`src/rtl/axi_err_slave_if.sv`:
```
//------------------------------------------------------------------------------
// axi_err_slave_if: AXI4 signals seen by an error-terminating slave (no WDATA).
// Rev 1.0
//------------------------------------------------------------------------------
`default_nettype none

interface axi_err_slave_if #(
  parameter int unsigned IDW = 2,
  parameter int unsigned DW  = 32
);
  logic           AWVALID;
  logic           AWREADY;
  logic [IDW-1:0] AWID;
  logic           WVALID;
  logic           WREADY;
  logic           WLAST;
  logic           BVALID;
  logic           BREADY;
  logic [IDW-1:0] BID;
  logic [1:0]     BRESP;
  logic           ARVALID;
  logic           ARREADY;
  logic [IDW-1:0] ARID;
  logic [7:0]     ARLEN;
  logic           RVALID;
  logic           RREADY;
  logic [IDW-1:0] RID;
  logic [DW-1:0]  RDATA;
  logic           RLAST;
  logic [1:0]     RRESP;

  modport slave (
    input  AWVALID, AWID, WVALID, WLAST, BREADY, ARVALID, ARID, ARLEN, RREADY,
    output AWREADY, WREADY, BVALID, BID, BRESP, ARREADY, RVALID, RID, RDATA, RLAST, RRESP
  );

  modport master (
    output AWVALID, AWID, WVALID, WLAST, BREADY, ARVALID, ARID, ARLEN, RREADY,
    input  AWREADY, WREADY, BVALID, BID, BRESP, ARREADY, RVALID, RID, RDATA, RLAST, RRESP
  );
endinterface

`default_nettype wire

```
`src/rtl/axi_err_slave.sv`:
```
//------------------------------------------------------------------------------
// axi_err_slave: AXI4 slave answering every burst with ERR_RESP; counts bursts.
// Rev 1.0
//------------------------------------------------------------------------------
`default_nettype none

module axi_err_slave #(
  parameter int unsigned C_AXI_ID_WIDTH   = 2,
  parameter int unsigned C_AXI_DATA_WIDTH = 32,
  parameter logic [1:0]  ERR_RESP         = 2'b11,
  parameter int unsigned LGCOUNT          = 16,
  parameter bit          OPT_LOWPOWER     = 1'b0
) (
  input  wire logic               S_AXI_ACLK,
  input  wire logic               S_AXI_ARESET,
  axi_err_slave_if.slave          S_AXI,
  output logic [LGCOUNT-1:0]      o_wr_errors,
  output logic [LGCOUNT-1:0]      o_rd_errors
);

  typedef enum logic [1:0] {W_IDLE = 2'd0, W_DATA = 2'd1, W_RESP = 2'd2} wstate_e;
  typedef enum logic       {R_IDLE = 1'b0, R_DATA = 1'b1} rstate_e;

  wstate_e                   w_state_q, w_state_d;
  logic                      awready_q, awready_d;
  logic                      wready_q, wready_d;
  logic                      bvalid_q, bvalid_d;
  logic [C_AXI_ID_WIDTH-1:0] bid_q, bid_d;
  logic [LGCOUNT-1:0]        wr_cnt_q, wr_cnt_d;

  rstate_e                   r_state_q, r_state_d;
  logic                      arready_q, arready_d;
  logic                      rvalid_q, rvalid_d;
  logic                      rlast_q, rlast_d;
  logic [C_AXI_ID_WIDTH-1:0] rid_q, rid_d;
  logic [7:0]                beats_q, beats_d;
  logic [LGCOUNT-1:0]        rd_cnt_q, rd_cnt_d;

  always_ff @(posedge S_AXI_ACLK) begin
    if (S_AXI_ARESET) begin
      w_state_q <= W_IDLE;
      awready_q <= 1'b1;
      wready_q  <= 1'b0;
      bvalid_q  <= 1'b0;
      bid_q     <= '0;
      wr_cnt_q  <= '0;
      r_state_q <= R_IDLE;
      arready_q <= 1'b1;
      rvalid_q  <= 1'b0;
      rlast_q   <= 1'b0;
      rid_q     <= '0;
      beats_q   <= '0;
      rd_cnt_q  <= '0;
    end else begin
      w_state_q <= w_state_d;
      awready_q <= awready_d;
      wready_q  <= wready_d;
      bvalid_q  <= bvalid_d;
      bid_q     <= bid_d;
      wr_cnt_q  <= wr_cnt_d;
      r_state_q <= r_state_d;
      arready_q <= arready_d;
      rvalid_q  <= rvalid_d;
      rlast_q   <= rlast_d;
      rid_q     <= rid_d;
      beats_q   <= beats_d;
      rd_cnt_q  <= rd_cnt_d;
    end
  end

  // Write path: AWLEN is never inspected, WLAST alone ends the data phase.
  always_comb begin
    w_state_d = w_state_q;
    awready_d = awready_q;
    wready_d  = wready_q;
    bvalid_d  = bvalid_q;
    bid_d     = bid_q;
    wr_cnt_d  = wr_cnt_q;
    case (w_state_q)
      W_IDLE: begin
        if (S_AXI.AWVALID) begin
          bid_d     = S_AXI.AWID;
          awready_d = 1'b0;
          wready_d  = 1'b1;
          w_state_d = W_DATA;
        end
      end
      W_DATA: begin
        if (S_AXI.WVALID && S_AXI.WLAST) begin
          wready_d  = 1'b0;
          bvalid_d  = 1'b1;
          w_state_d = W_RESP;
        end
      end
      W_RESP: begin
        if (S_AXI.BREADY) begin
          bvalid_d  = 1'b0;
          awready_d = 1'b1;
          w_state_d = W_IDLE;
          if (wr_cnt_q != {LGCOUNT{1'b1}})
            wr_cnt_d = wr_cnt_q + LGCOUNT'(1);
        end
      end
      default: begin
        w_state_d = W_IDLE;
        awready_d = 1'b1;
        wready_d  = 1'b0;
        bvalid_d  = 1'b0;
      end
    endcase
  end

  // Read path: beats_q counts remaining beats after the one on the bus.
  always_comb begin
    r_state_d = r_state_q;
    arready_d = arready_q;
    rvalid_d  = rvalid_q;
    rlast_d   = rlast_q;
    rid_d     = rid_q;
    beats_d   = beats_q;
    rd_cnt_d  = rd_cnt_q;
    case (r_state_q)
      R_IDLE: begin
        if (S_AXI.ARVALID) begin
          rid_d     = S_AXI.ARID;
          beats_d   = S_AXI.ARLEN;
          rlast_d   = (S_AXI.ARLEN == 8'd0);
          arready_d = 1'b0;
          rvalid_d  = 1'b1;
          r_state_d = R_DATA;
        end
      end
      R_DATA: begin
        if (S_AXI.RREADY) begin
          if (rlast_q) begin
            rvalid_d  = 1'b0;
            rlast_d   = 1'b0;
            arready_d = 1'b1;
            r_state_d = R_IDLE;
            if (rd_cnt_q != {LGCOUNT{1'b1}})
              rd_cnt_d = rd_cnt_q + LGCOUNT'(1);
          end else begin
            beats_d = beats_q - 8'd1;
            rlast_d = (beats_q == 8'd1);
          end
        end
      end
      default: begin
        r_state_d = R_IDLE;
        arready_d = 1'b1;
        rvalid_d  = 1'b0;
        rlast_d   = 1'b0;
      end
    endcase
  end

  assign S_AXI.AWREADY = awready_q;
  assign S_AXI.WREADY  = wready_q;
  assign S_AXI.BVALID  = bvalid_q;
  assign S_AXI.BID     = (OPT_LOWPOWER && !bvalid_q) ? '0 : bid_q;
  assign S_AXI.BRESP   = ERR_RESP;
  assign S_AXI.ARREADY = arready_q;
  assign S_AXI.RVALID  = rvalid_q;
  assign S_AXI.RID     = (OPT_LOWPOWER && !rvalid_q) ? '0 : rid_q;
  assign S_AXI.RDATA   = {C_AXI_DATA_WIDTH{1'b0}};
  assign S_AXI.RLAST   = rlast_q;
  assign S_AXI.RRESP   = ERR_RESP;
  assign o_wr_errors   = wr_cnt_q;
  assign o_rd_errors   = rd_cnt_q;

endmodule

`default_nettype wire

```
`src/flat_wrapper.sv`:
```
// flat-port wrapper written by rule: the top's interface ports become plain ports
module axi_err_slave_flat 
#(
  parameter int unsigned C_AXI_ID_WIDTH   = 2,
  parameter int unsigned C_AXI_DATA_WIDTH = 32,
  parameter logic [1:0]  ERR_RESP         = 2'b11,
  parameter int unsigned LGCOUNT          = 16,
  parameter bit          OPT_LOWPOWER     = 1'b0
)
  (S_AXI_ACLK, S_AXI_ARESET, o_wr_errors, o_rd_errors, S_AXI_AWVALID, S_AXI_AWID, S_AXI_WVALID, S_AXI_WLAST, S_AXI_BREADY, S_AXI_ARVALID, S_AXI_ARID, S_AXI_ARLEN, S_AXI_RREADY, S_AXI_AWREADY, S_AXI_WREADY, S_AXI_BVALID, S_AXI_BID, S_AXI_BRESP, S_AXI_ARREADY, S_AXI_RVALID, S_AXI_RID, S_AXI_RDATA, S_AXI_RLAST, S_AXI_RRESP);
  axi_err_slave_if #(.IDW(2), .DW(32)) S_AXI_i ();
  input  wire logic S_AXI_ACLK;
  input  wire logic S_AXI_ARESET;
  output logic [LGCOUNT-1:0] o_wr_errors;
  output logic [LGCOUNT-1:0] o_rd_errors;
  input wire logic [$bits(S_AXI_i.AWVALID)-1:0] S_AXI_AWVALID;
  input wire logic [$bits(S_AXI_i.AWID)-1:0] S_AXI_AWID;
  input wire logic [$bits(S_AXI_i.WVALID)-1:0] S_AXI_WVALID;
  input wire logic [$bits(S_AXI_i.WLAST)-1:0] S_AXI_WLAST;
  input wire logic [$bits(S_AXI_i.BREADY)-1:0] S_AXI_BREADY;
  input wire logic [$bits(S_AXI_i.ARVALID)-1:0] S_AXI_ARVALID;
  input wire logic [$bits(S_AXI_i.ARID)-1:0] S_AXI_ARID;
  input wire logic [$bits(S_AXI_i.ARLEN)-1:0] S_AXI_ARLEN;
  input wire logic [$bits(S_AXI_i.RREADY)-1:0] S_AXI_RREADY;
  output wire logic [$bits(S_AXI_i.AWREADY)-1:0] S_AXI_AWREADY;
  output wire logic [$bits(S_AXI_i.WREADY)-1:0] S_AXI_WREADY;
  output wire logic [$bits(S_AXI_i.BVALID)-1:0] S_AXI_BVALID;
  output wire logic [$bits(S_AXI_i.BID)-1:0] S_AXI_BID;
  output wire logic [$bits(S_AXI_i.BRESP)-1:0] S_AXI_BRESP;
  output wire logic [$bits(S_AXI_i.ARREADY)-1:0] S_AXI_ARREADY;
  output wire logic [$bits(S_AXI_i.RVALID)-1:0] S_AXI_RVALID;
  output wire logic [$bits(S_AXI_i.RID)-1:0] S_AXI_RID;
  output wire logic [$bits(S_AXI_i.RDATA)-1:0] S_AXI_RDATA;
  output wire logic [$bits(S_AXI_i.RLAST)-1:0] S_AXI_RLAST;
  output wire logic [$bits(S_AXI_i.RRESP)-1:0] S_AXI_RRESP;
  assign S_AXI_i.AWVALID = S_AXI_AWVALID;
  assign S_AXI_i.AWID = S_AXI_AWID;
  assign S_AXI_i.WVALID = S_AXI_WVALID;
  assign S_AXI_i.WLAST = S_AXI_WLAST;
  assign S_AXI_i.BREADY = S_AXI_BREADY;
  assign S_AXI_i.ARVALID = S_AXI_ARVALID;
  assign S_AXI_i.ARID = S_AXI_ARID;
  assign S_AXI_i.ARLEN = S_AXI_ARLEN;
  assign S_AXI_i.RREADY = S_AXI_RREADY;
  assign S_AXI_AWREADY = S_AXI_i.AWREADY;
  assign S_AXI_WREADY = S_AXI_i.WREADY;
  assign S_AXI_BVALID = S_AXI_i.BVALID;
  assign S_AXI_BID = S_AXI_i.BID;
  assign S_AXI_BRESP = S_AXI_i.BRESP;
  assign S_AXI_ARREADY = S_AXI_i.ARREADY;
  assign S_AXI_RVALID = S_AXI_i.RVALID;
  assign S_AXI_RID = S_AXI_i.RID;
  assign S_AXI_RDATA = S_AXI_i.RDATA;
  assign S_AXI_RLAST = S_AXI_i.RLAST;
  assign S_AXI_RRESP = S_AXI_i.RRESP;
  axi_err_slave #(.C_AXI_ID_WIDTH(C_AXI_ID_WIDTH), .C_AXI_DATA_WIDTH(C_AXI_DATA_WIDTH), .ERR_RESP(ERR_RESP), .LGCOUNT(LGCOUNT), .OPT_LOWPOWER(OPT_LOWPOWER)) u_core (.S_AXI_ACLK(S_AXI_ACLK), .S_AXI_ARESET(S_AXI_ARESET), .S_AXI(S_AXI_i), .o_wr_errors(o_wr_errors), .o_rd_errors(o_rd_errors));
endmodule
```
`config.mk`:
```
export PLATFORM = sky130hd
export DESIGN_NAME = axi_err_slave_flat
export DESIGN_NICKNAME = d
export VERILOG_FILES = /design/src/rtl/axi_err_slave_if.sv /design/src/rtl/axi_err_slave.sv /design/src/flat_wrapper.sv
export SDC_FILE = /design/constraint.sdc
export NUM_CORES = 1
export LEC_CHECK = 0
export ABC_CLOCK_PERIOD_IN_PS = 3600
export CAP_MARGIN = 20
export CORE_MARGIN = 2
export CORE_UTILIZATION = 40
export DETAILED_ROUTE_END_ITERATION = 7
export PLACE_DENSITY = 0.75
export RECOVER_POWER = 25
export SLEW_MARGIN = 5
export SYNTH_ARGS = -nofsm -noshare
export SYNTH_HDL_FRONTEND = slang
export SYNTH_SLANG_ARGS = --single-unit
```
`constraint.sdc`:
```
create_clock -name S_AXI_ACLK -period 3.6 [get_ports S_AXI_ACLK]
set_input_delay 0.9 -clock S_AXI_ACLK [delete_from_list [all_inputs] [get_ports S_AXI_ACLK]]
set_output_delay 0.9 -clock S_AXI_ACLK [all_outputs]
set_load 0.02 [all_outputs]
```
After elaboration in Yosys (flattened, before gate mapping)

Cells that the tools add are included.

Input port bits: 20
Output and inout bits: 78
Bits in registers: 53

Equality and inequality tests: 12
Mux-type cells: 33
Bitwise operators: 4
Add/sub/neg operators: 3
Reduce and logical (&&, ||, !) cells: 14

Operators with widths:

| kind                  | count |
|---|---|
| $add 16x1->16 const B | 2 |
| $ne 16x16->1 const B  | 2 |
| $mux 8                | 3 |
| $reduce_and 3->1      | 7 |
| $mux 1                | 18 |
| $pmux 8 s2            | 1 |
| $ne 2x2->1 const B    | 6 |
| $pmux 1 s3            | 3 |
| $eq 8x1->1 const B    | 1 |
| $logic_not 8->1       | 1 |
| $pmux 1 s2            | 4 |
| $sub 8x1->8 const B   | 1 |
| $mux 2                | 3 |
| $pmux 2 s3            | 1 |
| $reduce_and 2->1      | 3 |
| $not 1->1             | 4 |
| $reduce_and 4->1      | 1 |
| $eq 2x1->1 const B    | 1 |
| $eq 2x2->1 const B    | 1 |
| $logic_not 2->1       | 1 |
| $ne 2x1->1 const B    | 1 |
| $logic_and 1x1->1     | 1 |

Logic depth before layout (Yosys ltp)

Depth after elaboration: 4
Mapped depth: 6
Depth with buffers taken out: 6

Worst setup path before layout

OpenSTA, ideal clock, no wires.

Kind: input -> register
Start: input port S_AXI_BREADY
End: register u_core.wr_cnt_q[15], in the netlist u_core.o_wr_errors[15]
Slack: 1.404 ns
Arrival time: 2.126 ns
Library setup time: 0.070 ns
Stages on the path: 4
Data required time: 3.530 ns
Path through: nand3b_2 -> or4_4 -> or4_1 -> a21oi_1

Cells in the longest elaborated chain, start to end: 1

RTL lines:

| element                    | RTL line            | RTL |
|---|---|---|
| start, declared            | flat_wrapper.sv:20  | `input wire logic [$bits(S_AXI_i.BREADY)-1:0] S_AXI_BREADY;` |
| $reduce_and 3->1 (no line) | -                   |  |
| end signal, assigned       | axi_err_slave.sv:60 | `wr_cnt_q <= wr_cnt_d;` |
| end, declared              | axi_err_slave.sv:29 | `logic [LGCOUNT-1:0] wr_cnt_q, wr_cnt_d;` |

No other way between the ends.
A chain may end at the register's enable or synchronous reset.

Final worst setup path

Ends and elaborated chain as after synthesis.

==> impl_metrics.env <==
export IMPL_outcome="completed"
export IMPL_grt_max_degree=50
export IMPL_avgViaCountPerCell=5.35
export IMPL_clockBufferDepth=2
export IMPL_overflow=0
export IMPL_dp_hpwl_mm=4.89
export IMPL_post_route_period_util=0.750
export IMPL_clkSinkCount=53
export IMPL_clock_latency_ns=0.30
export IMPL_setup_slack_ns=0.901
export IMPL_syn_to_final_growth_pct=21.9
export IMPL_dp_cells=510
export IMPL_cp_end_kind="flip-flop"
export IMPL_htree_levels=2
export IMPL_vias=2769
export IMPL_antenna_found_initial=0
export IMPL_syn_area_um2=3000
export IMPL_pre_cts_slack_ns=0.602
export IMPL_fillers=723
export IMPL_start_kind="primary input"
export IMPL_postCtsHoldBufs=0
export IMPL_setup_viol=0
export IMPL_routed_wl_mm=6.71
export IMPL_power_frac_clock=0.343
export IMPL_rows=31
export IMPL_dieArea_um2=8210
export IMPL_stdcell_area_um2=3660
export IMPL_synth_edf_count=0
export IMPL_p_sw_frac=0.268
export IMPL_synth_top_area_frac=0.353
export IMPL_first_pass_iters=4
export IMPL_n_antenna_cell=0
export IMPL_synth_most_common_cell="dfxtp_1"
export IMPL_grt_usage=0.160
export IMPL_wl_per_cell_um=12.9
export IMPL_drive_gt1_frac=0.0668
export IMPL_synth_avg_cell_area_um2=8.25
export IMPL_start_util=0.414
export IMPL_worstMarginPinSlew_ns=0.856
export IMPL_root_buffer="clkbuf_8"
export IMPL_finalNetCount=442
export IMPL_synth_ff_type="dfxtp_1"
export IMPL_stdcell_count=518
export IMPL_fin_skew_ns=0.00812
export IMPL_yosys_cell_types_count=49
export IMPL_hp_class="flip-flop to flip-flop"
export IMPL_pwr_share_seq=0.512
export IMPL_path_class="primary input to flip-flop"
export IMPL_fmax_ghz=0.371
export IMPL_p_per_area_nw_per_um2=337
export IMPL_maxCapViolCount=0
export IMPL_yosys_warnings=0
export IMPL_rsz0062_at_grt="no"
export IMPL_drtAntennaViolNets=0
export IMPL_cts_resized=0
export IMPL_period_minus_slack_ns=2.70
export IMPL_combPwrFrac=0.146
export IMPL_p_leak_uw=0.00131
export IMPL_gp_congestion=0.801
export IMPL_switching_power_uw=330
export IMPL_grt_pass1_wl_mm=11.3
export IMPL_chipHeight_um=90.6
export IMPL_postCtsSetupBuffers=0
export IMPL_arrival_ns=2.93
export IMPL_ioPinCount=98
export IMPL_grt_pass1_vias=2540
export IMPL_synth_seq_area_share=0.353
export IMPL_setup_tns_ns=0
export IMPL_synthTopCellsByArea="dfxtp_1 (35%), buf_4 (9.0%), a21oi_1 (5.3%), mux2_2 (4.1%), nor2_1 (3.9%)"
export IMPL_syn_inst=364
export IMPL_drt_iter0_drc=112
export IMPL_cts_buffers=5
export IMPL_cts_tree="done"
export IMPL_die_w_um=90.6
export IMPL_ys_top_cells_by_count="dfxtp_1 (53), buf_4 (36), a21oi_1 (32)"
export IMPL_drc=0
export IMPL_relSlewSlack=0.430
export IMPL_place_area_um2=3550
export IMPL_fin_hold_ws_ns=0.462
export IMPL_port_buffers=61
export IMPL_vdd_ir_drop_max_mv=0.181
export IMPL_synth_seq_cells=53
export IMPL_clk_pin_slew_ns=0.10
export IMPL_report_final_slew_viol_count=0
export IMPL_crit_path_max_fanout=18
export IMPL_fp_coreArea_um2=7250
export IMPL_internal_power_uw=903
export IMPL_synthArstFlopShare=0
export IMPL_finalHoldViolations=0
export IMPL_synth_area_leader_cell="dfxtp_1"
export IMPL_critPathRequiredTime_ns=3.83
worst paths after layout:
| check | from | endpoint | slack, ns | cells after the start |
|---|---|---|---|---|
| min | u_core.S_AXI.RID[0]$_SDFFE_PP0P_ | u_core.S_AXI.RID[0]$_SDFFE_PP0P_ | 0.46 | 2 |
| min reg2reg | u_core.S_AXI.RID[0]$_SDFFE_PP0P_ | u_core.S_AXI.RID[0]$_SDFFE_PP0P_ | 0.46 | 2 |
| max reg2reg | u_core.r_state_q$_SDFF_PP0_ | u_core.o_rd_errors[15]$_SDFFE_PP0P_ | 1.42 | 4 |
| max | S_AXI_BREADY | u_core.o_wr_errors[15]$_SDFFE_PP0P_ | 0.90 | 5 |
critical path, stage by stage:
cell and delay, ns:
clkdlybuf4s50_1 0.51, nand3b_2 0.28, or4_4 0.60, or4_1 0.48, a21oi_1 0.15
area by class of cell:
class	instances	area (um2)	share of cell area
Sequential cell	53	1060	0.290
Tap cell	99	124	0.0338
Timing Repair Buffer	63	617	0.169
Multi-Input combinational cell	287	1710	0.468
Clock buffer	7	86.3	0.0236
Clock inverter	1	30.0	0.00821
Inverter	8	30.0	0.00821
placed cells by master, fill, tap and decap left out, drive strengths merged, types with 12 or more instances in the layout:
cell type	n
conb	36
or4	14
nor2	31
nor2b	13
nand2	24
o31ai	12
nand3	12
clkdlybuf4s50	54
nand4	16
a21oi	32
dfxtp	53
o21ai	15
power by group through the flow:
stage	registers (uW)	logic (uW)	clock network [uW]
floorplan	645	147	0
global placement	643	177	0
detailed placement	643	181	0
CTS	630	182	433
global route	634	198	458
finish	630	180	422
state kept, by name (all words and copies together), names as in the netlist:
signal,cells
u_core.S_AXI.BVALID,1
u_core.r_state_q,1
u_core.S_AXI.BID,2
u_core.S_AXI.WREADY,1
u_core.S_AXI.RID,2
u_core.S_AXI.ARREADY,1
u_core.S_AXI.RVALID,1
u_core.o_wr_errors,16
u_core.S_AXI.RLAST,1
u_core.o_rd_errors,16
u_core.S_AXI.AWREADY,1
u_core.beats_q,8
u_core.w_state_q,2
stage by stage:
stage | utilization | power [uW]
floorplan | - | 792
global placement | 0.489 | 819
detailed placement | 0.489 | 824
CTS | 0.505 | 1250
global route | 0.505 | 1290
finish | 0.505 | 1230
layer usage:
metal,global-route usage,up-vias,wire length (um)
li1,-,1385,-
met1,0.196,1304,3040
met2,0.283,76,3280
met3,0.0326,4,322
met4,0.0462,0,56
met5,0,-,0
cell families after synthesis:
group	share of synthesized area
buf+inv	0.119
simple gates	0.289
flops	0.353
fa+ha+maj	0.0167
compound gates	0.158
mux	0.0613
other cells	0.00250
(Power assumes the default switching activity.)
